File: src/rtl/inst_fifo_pkg.sv
// Shared CPU definitions for the fetch-to-decode instruction queue.
package inst_fifo_pkg;

   // Default instruction queue depth (entries, power of two).
   localparam int INST_FIFO_DEPTH = 16;

   // One queued instruction: fetch PC plus the instruction word.
   typedef struct packed {
      logic [31:0] addr;
      logic [31:0] inst;
   } inst_entry_t;

endpackage

File: src/rtl/inst_fifo_if.sv
// Fetch/decode side signals of the instruction queue.
interface inst_fifo_if;

   logic        fifo_rst;
   logic        write_en1;
   logic        write_en2;
   logic [31:0] write_inst1;
   logic [31:0] write_inst2;
   logic [31:0] write_addr1;
   logic [31:0] write_addr2;
   logic        read_en1;
   logic        read_en2;
   logic [31:0] read_inst1;
   logic [31:0] read_inst2;
   logic [31:0] read_addr1;
   logic [31:0] read_addr2;
   logic        empty;
   logic        almost_empty;
   logic        full;

   // Fetch/decode pipeline side.
   modport master (
      output fifo_rst, write_en1, write_en2, write_inst1, write_inst2,
             write_addr1, write_addr2, read_en1, read_en2,
      input  read_inst1, read_inst2, read_addr1, read_addr2,
             empty, almost_empty, full
   );

   // Queue side.
   modport slave (
      input  fifo_rst, write_en1, write_en2, write_inst1, write_inst2,
             write_addr1, write_addr2, read_en1, read_en2,
      output read_inst1, read_inst2, read_addr1, read_addr2,
             empty, almost_empty, full
   );

endinterface

File: src/rtl/inst_fifo_mem.sv
// Entry storage: two write ports, two asynchronous read ports, no reset.
module inst_fifo_mem
   import inst_fifo_pkg::*;
#(
   parameter int DEPTH = INST_FIFO_DEPTH,
   parameter int PTR_W = $clog2(DEPTH)
) (
   input  logic              clk,
   input  logic              we_a,
   input  logic [PTR_W-1:0]  waddr_a,
   input  inst_entry_t       wdata_a,
   input  logic              we_b,
   input  logic [PTR_W-1:0]  waddr_b,
   input  inst_entry_t       wdata_b,
   input  logic [PTR_W-1:0]  raddr_a,
   output inst_entry_t       rdata_a,
   input  logic [PTR_W-1:0]  raddr_b,
   output inst_entry_t       rdata_b
);

   inst_entry_t mem_q [DEPTH];

   // Write both fetch slots; the controller never gives them the same address.
   always_ff @(posedge clk) begin
      if (we_a) mem_q[waddr_a] <= wdata_a;
      if (we_b) mem_q[waddr_b] <= wdata_b;
   end

   assign rdata_a = mem_q[raddr_a];
   assign rdata_b = mem_q[raddr_b];

endmodule

File: src/rtl/inst_fifo.sv
// Dual-issue instruction queue between fetch and decode.
// Validity of the storage is derived purely from count, so neither flush
// nor reset touches the entry array.
module inst_fifo
   import inst_fifo_pkg::*;
#(
   parameter int DEPTH = INST_FIFO_DEPTH
) (
   input  logic        clk,
   input  logic        rst,
   inst_fifo_if.slave  bus
);

   localparam int PTR_W = $clog2(DEPTH);
   localparam int CNT_W = PTR_W + 1;

   logic [PTR_W-1:0] head;
   logic [PTR_W-1:0] tail;
   logic [CNT_W-1:0] count;

   logic [1:0]       n_push;
   logic [1:0]       n_pop;
   logic             wr_ok;
   logic             we_a;
   logic             we_b;
   logic [PTR_W-1:0] waddr_b;
   logic [PTR_W-1:0] raddr_b;
   inst_entry_t      wdata_a;
   inst_entry_t      wdata_b;
   inst_entry_t      rdata_a;
   inst_entry_t      rdata_b;
   logic             slot1_vld;
   logic             slot2_vld;

   assign bus.empty        = (count == '0);
   assign bus.almost_empty = (count == CNT_W'(1));
   assign bus.full         = (count > CNT_W'(DEPTH - 2));

   assign slot1_vld = !bus.empty;
   assign slot2_vld = (count >= CNT_W'(2));

   // Work out how many entries move in and out this cycle.
   always_comb begin
      wr_ok  = !bus.full && !bus.fifo_rst;
      n_push = 2'd0;
      n_pop  = 2'd0;
      if (wr_ok)
         n_push = {1'b0, bus.write_en1} + {1'b0, bus.write_en2};
      if (bus.read_en1 && slot1_vld)
         n_pop = (bus.read_en2 && slot2_vld) ? 2'd2 : 2'd1;
   end

   // Pack pushes in slot order: slot 2 lands at tail when slot 1 is idle.
   assign we_a    = wr_ok && bus.write_en1;
   assign we_b    = wr_ok && bus.write_en2;
   assign waddr_b = tail + PTR_W'(bus.write_en1);
   assign wdata_a = '{addr: bus.write_addr1, inst: bus.write_inst1};
   assign wdata_b = '{addr: bus.write_addr2, inst: bus.write_inst2};
   assign raddr_b = head + PTR_W'(1);

   inst_fifo_mem #(
      .DEPTH (DEPTH),
      .PTR_W (PTR_W)
   ) u_mem (
      .clk     (clk),
      .we_a    (we_a),
      .waddr_a (tail),
      .wdata_a (wdata_a),
      .we_b    (we_b),
      .waddr_b (waddr_b),
      .wdata_b (wdata_b),
      .raddr_a (head),
      .rdata_a (rdata_a),
      .raddr_b (raddr_b),
      .rdata_b (rdata_b)
   );

   // Pointer and occupancy update; reset beats flush, flush beats push/pop.
   always_ff @(posedge clk) begin
      if (rst || bus.fifo_rst) begin
         head  <= '0;
         tail  <= '0;
         count <= '0;
      end else begin
         head  <= head + PTR_W'(n_pop);
         tail  <= tail + PTR_W'(n_push);
         count <= count + CNT_W'(n_push) - CNT_W'(n_pop);
      end
   end

   assign bus.read_inst1 = slot1_vld ? rdata_a.inst : 32'h0;
   assign bus.read_addr1 = slot1_vld ? rdata_a.addr : 32'h0;
   assign bus.read_inst2 = slot2_vld ? rdata_b.inst : 32'h0;
   assign bus.read_addr2 = slot2_vld ? rdata_b.addr : 32'h0;

endmodule

File: src/flat_wrapper.sv
// flat-port wrapper written by rule: the top's interface ports become plain ports
module inst_fifo_flat import inst_fifo_pkg::*;
#(
   parameter int DEPTH = INST_FIFO_DEPTH
)
  (clk, rst, bus_fifo_rst, bus_write_en1, bus_write_en2, bus_write_inst1, bus_write_inst2, bus_write_addr1, bus_write_addr2, bus_read_en1, bus_read_en2, bus_read_inst1, bus_read_inst2, bus_read_addr1, bus_read_addr2, bus_empty, bus_almost_empty, bus_full);
  inst_fifo_if bus_i ();
  input  logic clk;
  input  logic rst;
  input wire logic [$bits(bus_i.fifo_rst)-1:0] bus_fifo_rst;
  input wire logic [$bits(bus_i.write_en1)-1:0] bus_write_en1;
  input wire logic [$bits(bus_i.write_en2)-1:0] bus_write_en2;
  input wire logic [$bits(bus_i.write_inst1)-1:0] bus_write_inst1;
  input wire logic [$bits(bus_i.write_inst2)-1:0] bus_write_inst2;
  input wire logic [$bits(bus_i.write_addr1)-1:0] bus_write_addr1;
  input wire logic [$bits(bus_i.write_addr2)-1:0] bus_write_addr2;
  input wire logic [$bits(bus_i.read_en1)-1:0] bus_read_en1;
  input wire logic [$bits(bus_i.read_en2)-1:0] bus_read_en2;
  output wire logic [$bits(bus_i.read_inst1)-1:0] bus_read_inst1;
  output wire logic [$bits(bus_i.read_inst2)-1:0] bus_read_inst2;
  output wire logic [$bits(bus_i.read_addr1)-1:0] bus_read_addr1;
  output wire logic [$bits(bus_i.read_addr2)-1:0] bus_read_addr2;
  output wire logic [$bits(bus_i.empty)-1:0] bus_empty;
  output wire logic [$bits(bus_i.almost_empty)-1:0] bus_almost_empty;
  output wire logic [$bits(bus_i.full)-1:0] bus_full;
  assign bus_i.fifo_rst = bus_fifo_rst;
  assign bus_i.write_en1 = bus_write_en1;
  assign bus_i.write_en2 = bus_write_en2;
  assign bus_i.write_inst1 = bus_write_inst1;
  assign bus_i.write_inst2 = bus_write_inst2;
  assign bus_i.write_addr1 = bus_write_addr1;
  assign bus_i.write_addr2 = bus_write_addr2;
  assign bus_i.read_en1 = bus_read_en1;
  assign bus_i.read_en2 = bus_read_en2;
  assign bus_read_inst1 = bus_i.read_inst1;
  assign bus_read_inst2 = bus_i.read_inst2;
  assign bus_read_addr1 = bus_i.read_addr1;
  assign bus_read_addr2 = bus_i.read_addr2;
  assign bus_empty = bus_i.empty;
  assign bus_almost_empty = bus_i.almost_empty;
  assign bus_full = bus_i.full;
  inst_fifo #(.DEPTH(DEPTH)) u_core (.clk(clk), .rst(rst), .bus(bus_i));
endmodule
File: config.mk
export PLATFORM = sky130hd
export DESIGN_NAME = inst_fifo_flat
export DESIGN_NICKNAME = d
export VERILOG_FILES = /design/src/rtl/inst_fifo_pkg.sv /design/src/rtl/inst_fifo_if.sv /design/src/rtl/inst_fifo_mem.sv /design/src/rtl/inst_fifo.sv /design/src/flat_wrapper.sv
export SDC_FILE = /design/constraint.sdc
export NUM_CORES = 2
export LEC_CHECK = 0
export CAP_MARGIN = 20
export CORE_MARGIN = 2
export CORE_UTILIZATION = 46
export DETAILED_ROUTE_END_ITERATION = 7
export PLACE_DENSITY_LB_ADDON = 0.1
export SETUP_SLACK_MARGIN = 0.3
export SLEW_MARGIN = 20
export SYNTH_ARGS = -nofsm -noshare
export SYNTH_HDL_FRONTEND = slang
export SYNTH_SLANG_ARGS = --single-unit
File: constraint.sdc
create_clock -name clk -period 10.09 [get_ports clk]
set_input_delay 2.018 -clock clk [delete_from_list [all_inputs] [get_ports clk]]
set_output_delay 2.018 -clock clk [all_outputs]
set_load 0.005 [all_outputs]
==> out/results.ini <==
[outcome]
status=finished, final reports clean

[placement]
gp_congestion=0.812
place_ws_ns=3.52
place.detailed.hpwl_um=108000
io_buffers=265

[yosys]
synth.cell_area_mm2=0.0608
syn_inst=3520
synth_flop_cell=edfxtp_1
synth_edf_count=1024
ys_ff_latch=1037
ys_types=44
avgSynthCellArea_um2=17.3
ys_seq_area_frac=0.510
ys_async_sr_fraction=0
synth_nets=3677
yosysWarnings=0

[route]
drc_errors=0
drt_iter0_drc=3934
wl_met2_um=95100
ant_nets=0
routed_wl_um=194000
wl_met3_um=13400
drt-pass1-iter-count=7
wl_per_cell_um=35.7
via_per_inst=6.73
wl_met1_um=78700
top_layer=met5
num_vias=36500

[global_routing]
grt_pass1_wl_um=280000
gr-usage-all-layers=0.285
antenna_found_initial=8
grt_max_degree=153
gr-total-overflow=0
grt_pass1_vias=38700

[sta]
tightest_slew_ns=1.10
rsz0062_at_grt=false
hold_violations=0
setup_viol=0
setup_ws_ns=2.74
slew_viol_final=0
fin_tns_setup_ns=0
fin_skew_ns=0.0217
fin_crit_ns=7.35
slew_headroom=0.269
timing.fmax_mhz=136
fin_crit_sh=0.728

[setup_path]
start_kind=flop
r2r_end=u_core.u_mem.mem_q[9][27]$_DFFE_PP_
arrival_ns=5.33
cp.required_ns=8.07
end_kind=primary output
rrSetupSlack_ns=5.75
path_class=flop to primary output
startpoint=u_core.head[0]$_SDFF_PP0_
reg2reg_depth=8
worstPathMaxFanout=121
worstReg2RegStart=u_core.count[4]$_SDFF_PP0_

[power]
powerDensity_mw_per_mm2=192
pwr-share-clk=0.319
switching_power_mw=3.91
internal_power_mw=9.17
total_power_mw=13.1
power_frac_seq=0.375
ir_drop_mv=0.188
leakage_nw=20.6
switching_share=0.299
p_comb_frac=0.306

[job]
cap_violations=0

[cells_and_area]
fillers=10600
area_growth_syn_to_layout_pct=12.1
multi_input_area_mm2=0.0278
nNetsFinal=3723
layout.area.seq_mm2=0.0310
drive_gt1_frac=0.328

[floorplanning]
dieArea_mm2=0.135
rows=133
core_mm2=0.131
die_w_um=367
io_pins=266
fp.dieH_um=367
initial_utilization=0.463

[clocking]
insertion_delay_ns=0.74
hold_buffers=0
cts_sinks=1037
clock_path_buffers=3
post_cts_resized=0
cts.htree.levels=3
cts_buffers=118
cts_root_buf=clkbuf_16
clk_pin_slew_ns=0.06
cts_tree=done
postCtsSetupBuffers=0

[min_path]
hold_depth=2
min_from=u_core.head[3]$_SDFF_PP0_
hold_path_class=flop to flop
holdPathEnd=u_core.head[3]$_SDFF_PP0_

==> through the flow <==
stage	area (µm²)	cells	hold WS [ns]	util
floorplan	60800	3520	0.537	-
global placement	64300	5196	0.594	0.489
detailed placement	64300	5196	0.627	0.489
CTS	67900	5416	0.632	0.517
global route	68100	5425	0.721	0.519
finish	68100	5426	0.632	0.519
==> how the worst max path moves through the flow <==
stage	endpoint	slack, ns	cells after the start
after detailed placement	bus_read_inst2[13]	3.52	6
after floorplan	u_core.u_mem.mem_q[3][0]$_DFFE_PP_	2.53	3
after CTS	bus_read_inst2[13]	2.70	6
after global placement	bus_read_inst2[5]	3.56	6
final	bus_read_inst1[1]	2.74	7
after global routing	bus_read_inst1[1]	2.51	7
==> power groups by stage <==
stage	combinational [mW]	sequential, mW	clock [mW]
6_report	4.00	4.91	4.17
5_1_grt	4.22	4.92	4.40
4_1_cts	4.02	4.91	4.25
3_5_place_dp	3.99	5.00	0
3_3_place_gp	3.95	4.99	0
2_1_floorplan	2.25	4.97	0
==> cells in the final DEF, fill, tap and decap left out, drive strengths merged, types with 2 or more instances in the layout <==
cell / count
buf: 74
inv: 18
fa: 4
diode: 5
a21o: 3
xor2: 3
a21oi: 7
and4: 2
and2: 7
dfxtp: 13
or2: 4
nand2: 26
o22ai: 128
mux2: 1024
nor2b: 7
ha: 18
clkdlybuf4s50: 265
nor2: 11
clkinv: 51
mux2i: 257
xnor2: 5
and3: 2
nand3: 2
clkbuf: 156
and4b: 2
bufinv: 8
mux4: 512
o21bai: 4
o21ai: 16
nand2b: 3
edfxtp: 1024
==> layer usage <==
metal,vias up,GRT usage
li1,14700,-
met1,19700,0.384
met2,1746,0.473
met3,367,0.0446
met4,4,0.0936
met5,-,0
==> worst max-delay path, stage by stage (launching register included) <==
cell and delay [ns]:
dfxtp_4 0.93, buf_12 0.62, buf_12 0.39, buf_16 0.47, mux4_2 0.34, mux2i_1 0.09, o22ai_1 0.67, clkdlybuf4s50_1 0.65
==> final cells by class <==
type,instances,share of cell area
flip-flops and latches,1037,0.456
multi-input cells,2056,0.408
repair buffers,339,0.0496
clock buffers,156,0.0460
well taps,1755,0.0322
clock inverters,64,0.00794
inverters,14,0.000772
diodes,5,0.000184
==> kinds of logic after synthesis <==
group                      share of synthesized area
muxes                                          0.422
DFF                                            0.510
buffers and inverters                         0.0385
AOI/OAI and AO/OA                             0.0168
and+or+nand+nor                              0.00620
adders and majority gates                    0.00502
xor gates and xnor gates                     0.00115
==> sequential cells by signal, indices dropped and copies added, names as in the netlist <==
register	count
u_core.count	5
u_core.head	4
u_core.tail	4
u_core.u_mem.mem_q	1024
==> synth_stat cells, types with 3 or more instances <==
cell / number / area, µm²
edfxtp_1: 1024 / 30700
mux2_1: 604 / 6800
mux4_2: 512 / 11500
mux2_2: 420 / 4730
mux2i_1: 257 / 2570
clkbuf_1: 189 / 709
o22ai_1: 128 / 801
buf_2: 110 / 551
buf_6: 71 / 800
nand2_1: 26 / 97.6
buf_1: 25 / 93.8
buf_4: 18 / 135
ha_1: 18 / 225
inv_1: 14 / 52.6
o21ai_0: 14 / 70.1
dfxtp_1: 13 / 260
nor2_1: 11 / 41.3
a21oi_1: 7 / 35.0
and2_1: 7 / 43.8
nor2b_1: 5 / 31.3
xnor2_1: 5 / 43.8
fa_1: 4 / 80.1
o21bai_1: 4 / 30.0
a21o_1: 3 / 22.5
nand2b_1: 3 / 18.8
or2_2: 3 / 18.8
xor2_1: 3 / 26.3
Note: power is estimated with default switching activity, not from simulation.
